File: config.mk
export PLATFORM = sky130hd
export DESIGN_NAME = round_key_sequencer
export DESIGN_NICKNAME = d
export VERILOG_FILES = /design/src/rtl/round_key_sequencer.sv
export SDC_FILE = /design/constraint.sdc
export NUM_CORES = 1
export LEC_CHECK = 0
export CAP_MARGIN = 20
export CORE_UTILIZATION = 35
export CTS_BUF_LIST = sky130_fd_sc_hd__clkbuf_8
export CTS_CLUSTER_DIAMETER = 50
export DETAILED_ROUTE_END_ITERATION = 10
export PLACE_DENSITY = 0.73
export RECOVER_POWER = 100
export SLEW_MARGIN = 20
export SYNTH_ARGS = -nofsm -noshare
export SYNTH_HDL_FRONTEND = slang
export SYNTH_SLANG_ARGS = --single-unit
File: constraint.sdc
create_clock -name clk -period 3.14 [get_ports clk]
set_clock_uncertainty 0.2 [all_clocks]
set_input_delay 0.471 -clock clk [delete_from_list [all_inputs] [get_ports clk]]
set_output_delay 0.471 -clock clk [all_outputs]
set_load 0.02 [all_outputs]
File: src/rtl/round_key_sequencer.sv
// Round-key reader: captures the 11-key bank from key_generator and streams it
// one key per valid/ready handshake, forward for encryption or reverse for decryption.
module round_key_sequencer #(
  parameter int KEY_W    = 8,
  parameter int NUM_KEYS = 11
) (
  input  logic                      clk,
  input  logic                      rst,
  input  logic [KEY_W*NUM_KEYS-1:0] key_bus,
  input  logic                      load,
  input  logic                      start,
  input  logic                      dir,
  input  logic                      abort,
  input  logic                      rk_ready,
  output logic                      rk_valid,
  output logic [KEY_W-1:0]          round_key,
  output logic [3:0]                round_idx,
  output logic                      rk_last,
  output logic                      busy,
  output logic                      done,
  output logic                      keys_loaded,
  output logic                      start_err
);

  localparam int IDX_W = 4;
  localparam logic [IDX_W-1:0] LAST_IDX = IDX_W'(NUM_KEYS - 1);

  typedef enum logic [1:0] {IDLE, SERVE, FINISH} state_t;

  state_t           state, state_nxt;
  logic [IDX_W-1:0] ptr, ptr_nxt;
  logic             dir_q, dir_nxt;
  logic             last_nxt;
  logic [KEY_W-1:0] bank [NUM_KEYS];

  always_comb begin
    state_nxt = state;
    ptr_nxt   = ptr;
    dir_nxt   = dir_q;
    case (state)
      IDLE: begin
        if (!load && start && keys_loaded) begin
          state_nxt = SERVE;
          dir_nxt   = dir;
          ptr_nxt   = dir ? LAST_IDX : '0;
        end
      end
      SERVE: begin
        // abort outranks a transfer landing in the same cycle
        if (abort) begin
          state_nxt = IDLE;
          ptr_nxt   = '0;
        end else if (rk_ready) begin
          if (rk_last) begin
            state_nxt = FINISH;
            ptr_nxt   = '0;
          end else begin
            ptr_nxt = dir_q ? ptr - 1'b1 : ptr + 1'b1;
          end
        end
      end
      FINISH:  state_nxt = IDLE;
      default: state_nxt = IDLE;
    endcase
    last_nxt = (state_nxt == SERVE) && (dir_nxt ? (ptr_nxt == '0) : (ptr_nxt == LAST_IDX));
  end

  always_ff @(posedge clk) begin
    if (rst) begin
      state       <= IDLE;
      ptr         <= '0;
      dir_q       <= 1'b0;
      round_key   <= '0;
      rk_last     <= 1'b0;
      keys_loaded <= 1'b0;
      start_err   <= 1'b0;
      for (int unsigned i = 0; i < NUM_KEYS; i++) bank[i] <= '0;
    end else begin
      state     <= state_nxt;
      ptr       <= ptr_nxt;
      dir_q     <= dir_nxt;
      round_key <= (state_nxt == SERVE) ? bank[ptr_nxt] : '0;
      rk_last   <= last_nxt;
      start_err <= (state == IDLE) && start && !load && !keys_loaded;
      if (state == IDLE && load) begin
        keys_loaded <= 1'b1;
        for (int unsigned i = 0; i < NUM_KEYS; i++) bank[i] <= key_bus[i*KEY_W +: KEY_W];
      end
    end
  end

  assign rk_valid  = (state == SERVE);
  assign busy      = (state == SERVE);
  assign done      = (state == FINISH);
  assign round_idx = ptr;

endmodule

==> results of run 1 <==
==> layout make-up <==
type	count	area, um^2	share of cell area, %
clock buffer	9	123.9	1.897
clock inverter	7	108.9	1.667
inverter	3	11.26	0.1724
multi-input combinational	254	1757	26.90
sequential	106	3003	45.98
tap	176	220.2	3.372
timing repair buffer	130	1308	20.02
==> how the worst min path moves through the flow <==
| stage | startpoint | endpoint | cells after the start |
|---|---|---|---|
| 2_1_floorplan | dir_q | dir_q | 2 |
| 3_3_place_gp | keys_loaded | keys_loaded | 1 |
| 3_5_place_dp | keys_loaded | keys_loaded | 1 |
| 4_1_cts | keys_loaded | keys_loaded | 1 |
| 5_1_grt | keys_loaded | keys_loaded | 1 |
| 6_report | keys_loaded | keys_loaded | 1 |
==> metal layers <==
metal,up-vias,global-route usage [%]
met5,-,0
met4,0,5.787
met3,15,2.594
met2,91,27.44
met1,1522,19.07
li1,1624,-
==> cell families after synthesis <==
family	synth area share (%)
mux	7.203
xor+xnor	0.1788
flops	61.30
buf+inv	2.656
compound gates	7.816
fa+ha+maj	0.9195
simple gates	19.92
==> where the power goes <==
| group | switching (mW) | internal [mW] | total (mW) |
|---|---|---|---|
| sequential | 0.0322 | 1.63 | 1.66 |
| clock | 0.490 | 0.465 | 0.956 |
| combinational | 0.160 | 0.195 | 0.354 |
| total | 0.682 | 2.29 | 2.97 |
==> repair_timing <==
| action | in CTS | in global routing |
|---|---|---|
| endpoints found under the setup margin | 0 | 1 |
| gates resized for setup | 0 | 1 |
| hold endpoints to repair | 0 | 0 |
==> placed cells by master, fill, tap and decap left out, types with 2 or more instances in the layout <==
cell             instances
dlygate4sd3_1           20
mux2_2                   2
ha_1                     2
clkbuf_8                 9
mux2i_1                 33
and2_0                  51
nand3b_1                 3
bufinv_16                2
nand3_1                  2
buf_12                   4
a21oi_1                  6
nor2b_1                 16
clkbuf_1                 3
a21oi_4                  2
nand2b_1                 4
clkdlybuf4s50_1         92
o21ai_0                  2
and2_1                  32
o311a_1                  7
o211ai_1                 8
a211oi_1                14
and3_1                   7
buf_4                    7
clkinvlp_4               2
nand2_1                 32
clkbuf_2                 3
nor3_1                   4
edfxtp_1                88
dfxtp_1                 18
inv_8                    3
a21o_1                   2
inv_1                    3
or3_1                    3
nor2_1                   6
==> per-stage QoR <==
step / instance area (um^2) / total power, mW / hold slack, ns / cells / utilization (%)
after floorplan: 4898 / 1.850 / 0.3424 / 385 / -
after global routing: 6531 / 3.090 / 0.3922 / 685 / 48.55
after detailed placement: 6314 / 2.056 / 0.3433 / 668 / 46.93
after global placement: 6314 / 2.046 / 0.3292 / 668 / 46.93
after CTS: 6546 / 3.004 / 0.3621 / 684 / 48.66
final: 6531 / 2.968 / 0.3568 / 685 / 48.55
==> sequential cells by signal, summed over array words and instances (netlist names) <==
register / cells
bank: 88
round_key: 8
round_idx: 4
state: 2
dir_q: 1
keys_loaded: 1
rk_last: 1
start_err: 1
==> critical path, stage by stage <==
cell and delay (ns):
dlygate4sd3_1 0.56, or3b_1 0.39, or3_4 0.42, a21oi_4 0.17, buf_12 0.24, buf_4 0.17, mux2i_1 0.26, a211oi_1 0.13
o311a_1 0.30
==> reports/summary.txt, run 1 <==
Outcome: finished, violations left
Failing checks: max-capacitance violations, max-slew violations
Startpoint Class: input port
Yosys reg bits: 106
Final period util: 97.75%
Syn nets: 483
Pre-CTS setup slack: -0.1774 ns
P_leak: 2.468 nW
Fmax achieved: 325.8 MHz
Residual DRC: 0
Synth cell count leaders: 88 x edfxtp_1, 83 x and2_1, 33 x mux2i_1
Final ANT Viol Nets: 0
Top-count cell post-synth: edfxtp_1
Core area: 13450 um^2
First DRT Iteration DRCs: 237
Starting Density: 36.41%
Top-area cell type share of the netlist area: 53.95%
Clock buffer depth: 2
EDFF count, synth: 88
R2R cell count: 9
ANT cells: 0
DR WL met3: 456 um
Dominant synthesized flop cell: edfxtp_1
Hold Path Class: flip-flop to flip-flop
Root buffer cell: clkbuf_8
Critical Path End: round_key[1]
Max Cap Viol: 1
R2r setup slk: 0.18 ns
Yosys cell types: 44
Cells after synthesis: 385
Sequential area share after synthesis: 61.30%
Yosys top cell by area: edfxtp_1
Global-route wire length before repair: 17080 um
Asr flop ratio synth: 0%
Met2 routed WL: 5474 um
Gr usage total: 15.58%
Fin nets: 602
Fillers: 1221
Synthesized area per cell: 12.72 um^2
Routed via count: 3252
Routed wire length: 10670 um
Final count of hold timing violations: 0
Via density: 4.747
Initial antenna violation count: 0
RSZ-0062 raised after global routing: false
RR Startpoint: dir_q
Critical path class: input port to flip-flop
Clock buffer count from CTS: 9
Final GP Congestion: 0.8314
Final Setup Violations: 0
Total gr overflow: 0
# rows: 42
CP startpoint: abort
Ports: 113
Worst-path clk slew: 0.11 ns
Slew HR: -11.19%
Setup Total Neg Slack: 0 ns
CP Data Required Time: 3.21 ns
Crit. End Element: flip-flop
# H-tree levels: 3
Number of clock sinks: 106
Die area: 14470 um^2
Hold Buf Count CTS: 0
Pin slew with the least headroom to its limit: 1.662 ns
Pin count of the biggest net entering global routing: 82
Worst-case vdd ir drop: 0.2345 mV
Die Y-Extent: 120.3 um
CTS tree: built
IO Port Bufs: 112
Minimum clock period: 3.069 ns
Final worst slack: 0.07058 ns
Post-CTS setup buffer count: 0
Layout cells sized above 1: 7.269%
DP HPWL: 8044 um
Critical path peak fanout: 36
P per Cell Area: 454.5 nW/um^2
Reg2Reg Capture Point: round_key[1]
Clock Latency Late Sink: 0.37 ns
Fin. max-slew vios: 32
Wl on met1: 4554 um
CP arrival: 3.14 ns
Top metal layer carrying routed signals: met4
Yosys warning count: 0
Layout Area Growth over Synthesis: 33.33%
Mapped Area: 4898 um^2
Wire per inst: 15.58 um
Number of global-route vias before repair: 3386
Synth area leaders: edfxtp_1 54%, and2_1 11%, dfxtp_1 7.4%
Die Wd: 120.3 um
Pre-antenna DRT Iters: 5
Note: power is estimated with default switching activity, not from simulation.
==> inputs of run 2 (changes only) <==
- DONT_BUFFER_PORTS: unset -> 1
- PLACE_DENSITY: 0.73 -> 0.62
==> run 2 against run 1 <==
  * The run now ends clean
  * Critical path type is now flip-flop to flip-flop
  * Combinational power shrank 38%
  * First-iteration DRC count fell by 29%
  * Via count fell by 10%
  * Wire length up 0.99%
  * Register-to-register slack lost 0.03 ns
  * Design area down 18%
  * Critical path depth is 1 lower
  * Sequential share of layout area increased by 10 points
  * Non-clock buffer count decreased by 112
  * Die area did not move
==> reports/summary.txt, run 2 (same netlist as run 1, synthesis figures left out) <==
Combinational Power Share: 8.0% (-3.9 points)
Final Setup Violations: 0 (unchanged)
First DRT Iteration DRCs: 168 (-29%)
Final core occ: 39.67% (-8.9 points)
Ports: 113 (unchanged)
Max FFs per register: 88 (unchanged)
Total gr overflow: 0 (unchanged)
RSZ-0062 raised after global routing: false
DP HPWL: 7744 um (-3.7%)
Crit. End Element: flip-flop
Clock buffer depth: 2 (unchanged)
IO Port Bufs: 0 (-100%)
Fillers: 1324 (+8.4%)
# rows: 42 (unchanged)
Layout Area Growth over Synthesis: 8.940%
Pin slew with the least headroom to its limit: 1.407 ns (-0.2542 ns)
Hold Slack: 0.03847 ns (-0.3183 ns)
CP Data Required Time: 3.21 ns (about the same)
Core area: 13450 um^2 (unchanged)
Clock Latency Late Sink: 0.38 ns (about the same)
Setup Total Neg Slack: 0 ns (unchanged)
Biggest register: bank
Clock buffer count from CTS: 9 (unchanged)
Die Wd: 120.3 um (unchanged)
Number of clock sinks: 106 (unchanged)
Routed wire length: 10780 um (+0.99%)
Initial antenna violation count: 0 (unchanged)
Most frequent cells in the layout: 88 x edfxtp_1, 49 x and2_0, 34 x and2_1
Number of global-route vias before repair: 2936 (-13%)
Hold Path Class: input port to flip-flop
CP startpoint: state[0]
Startpoint Class: flip-flop
Critical path peak fanout: 38 (+5.6%)
ANT cells: 0 (unchanged)
Final count of hold timing violations: 0 (unchanged)
Minimum clock period: 2.994 ns (-0.07523 ns)
Root buffer cell: clkbuf_8
Wire per inst: 18.81 um (+21%)
Die Y-Extent: 120.3 um (unchanged)
Slowest CP cell: dfxtp_1
Gr usage total: 15.22% (-0.36 points)
Via density: 5.092 (+7.3%)
Global-route wire length before repair: 16180 um (-5.3%)
Post-CTS setup buffer count: 0 (unchanged)
Routed via count: 2918 (-10%)
WP buf/inv: 1 (-2)
Die area: 14470 um^2 (unchanged)
Worst path max stage delay: 0.47 ns (-0.09 ns)
Final GP Congestion: 0.8318 (about the same)
Starting Density: 36.41% (unchanged)
Worst-path clk slew: 0.10 ns (about the same)
Max Cap Viol: 0 (-1)
P_leak: 1.954 nW (-21%)
Layout cells sized above 1: 8.816% (+1.5 points)
Fin. max-slew vios: 0 (-100%)
Outcome: complete, no violations
Seq pwr share: 61.3% (+5.4 points)
Crit-path leading delay family: simple AND/OR/NAND/NOR gates
Critical path class: flip-flop to flip-flop
CTS tree: built
Commonest non-fill, non-tap cell in the layout: edfxtp_1
Fin nets: 490 (-19%)
Post-route cell area: 5336 um^2 (-18%)
Pre-antenna DRT Iters: 4 (-1)
Clk pwr share: 30.7% (-1.5 points)
RR Startpoint: state[0]
Residual DRC: 0 (unchanged)
CP arrival: 3.07 ns (-0.07 ns)
Final period util: 95.36% (-2.4 points)
Sw Ratio: 23.71% (+0.72 points)
P per Cell Area: 509.6 nW/um^2 (+12%)
Fmax achieved: 334.0 MHz (+2.5%)
# H-tree levels: 3 (unchanged)
Sw power: 644.6 uW (-5.5%)
Slew HR: 6.072% (+17 points)
Pin count of the biggest net entering global routing: 46 (-44%)
Worst-case vdd ir drop: 0.2251 mV (-4.0%)
Final ANT Viol Nets: 0 (unchanged)
Hold Path Origin: rk_ready
Worst path cell trace: or3b_4 -> or3_4 -> a21oi_4 -> buf_12 -> mux2i_1 -> nand2_1 -> and3_1 -> o311a_1
Int Pwr: 2.075 mW (-9.2%)
Placed Instance Area: 5179 um^2 (-18%)
==> run 2: cell count changes in the layout (fill, tap and decap cells not counted), sizes merged <==
cell           before  now
clkinv              0    2
clkbuf             15   17
bufinv              2    1
dlygate4sd3        20    1
clkdlybuf4s50      92    0
clkinvlp            2    1
buf                12    9
==> run 2: per-layer routing <==
metal | share of wire (%) | GRT usage (%) | up-vias
li1 | - | - | 1404
met1 | 44 | 18.99 | 1412
met2 | 49 | 25.61 | 83
met3 | 4.0 | 2.594 | 19
met4 | 2.3 | 7.253 | 0
met5 | 0 | 0 | -
==> run 2: final timing paths <==
check                       to  slack (ns)  cells after the start
hold / removal        state[1]        0.04                      2
hold reg to reg          dir_q        0.34                      2
setup / recovery  round_key[2]        0.15                      8
setup reg to reg  round_key[2]        0.15                      8
==> run 2: power by group through the flow <==
| stage | combinational [mW] | clock (mW) | sequential (mW) |
|---|---|---|---|
| after floorplan | 0.159 | 0 | 1.69 |
| after global placement | 0.223 | 0 | 1.70 |
| after detailed placement | 0.230 | 0 | 1.70 |
| after CTS | 0.232 | 0.859 | 1.67 |
| after global routing | 0.244 | 0.901 | 1.68 |
| final | 0.218 | 0.835 | 1.67 |
==> run 2: area by class of cell <==
class | instances | area, um^2 | area share (%)
multi-input combinational | 254 | 1787 | 33.48
clock inverter | 7 | 67.56 | 1.266
inverter | 3 | 11.26 | 0.2110
sequential | 106 | 3004 | 56.30
clock buffer | 9 | 123.9 | 2.321
tap | 176 | 220.2 | 4.127
timing repair buffer | 18 | 122.6 | 2.298
==> run 2: metrics by stage <==
step                      std cells  power [mW]  worst slack (ns)
final                           573       2.719            0.1458
after floorplan                 385       1.850           0.05892
after detailed placement        556       1.929            0.1416
after CTS                       573       2.758            0.1254
after global routing            573       2.821           0.03668
after global placement          556       1.921            0.2148
==> run 2: repair_timing <==
item / 4_1_cts / 5_1_grt
hold buffers: 1 / 0
gates resized for setup: 0 / 1
setup endpoints to repair: 0 / 1
endpoints found under the hold margin: 3 / 0
==> inputs of run 3 (changes only) <==
- SKIP_LAST_GASP: unset -> 1
==> results of run 3 <==
The final DEF is identical to that of run 2; final timing and power are the same.
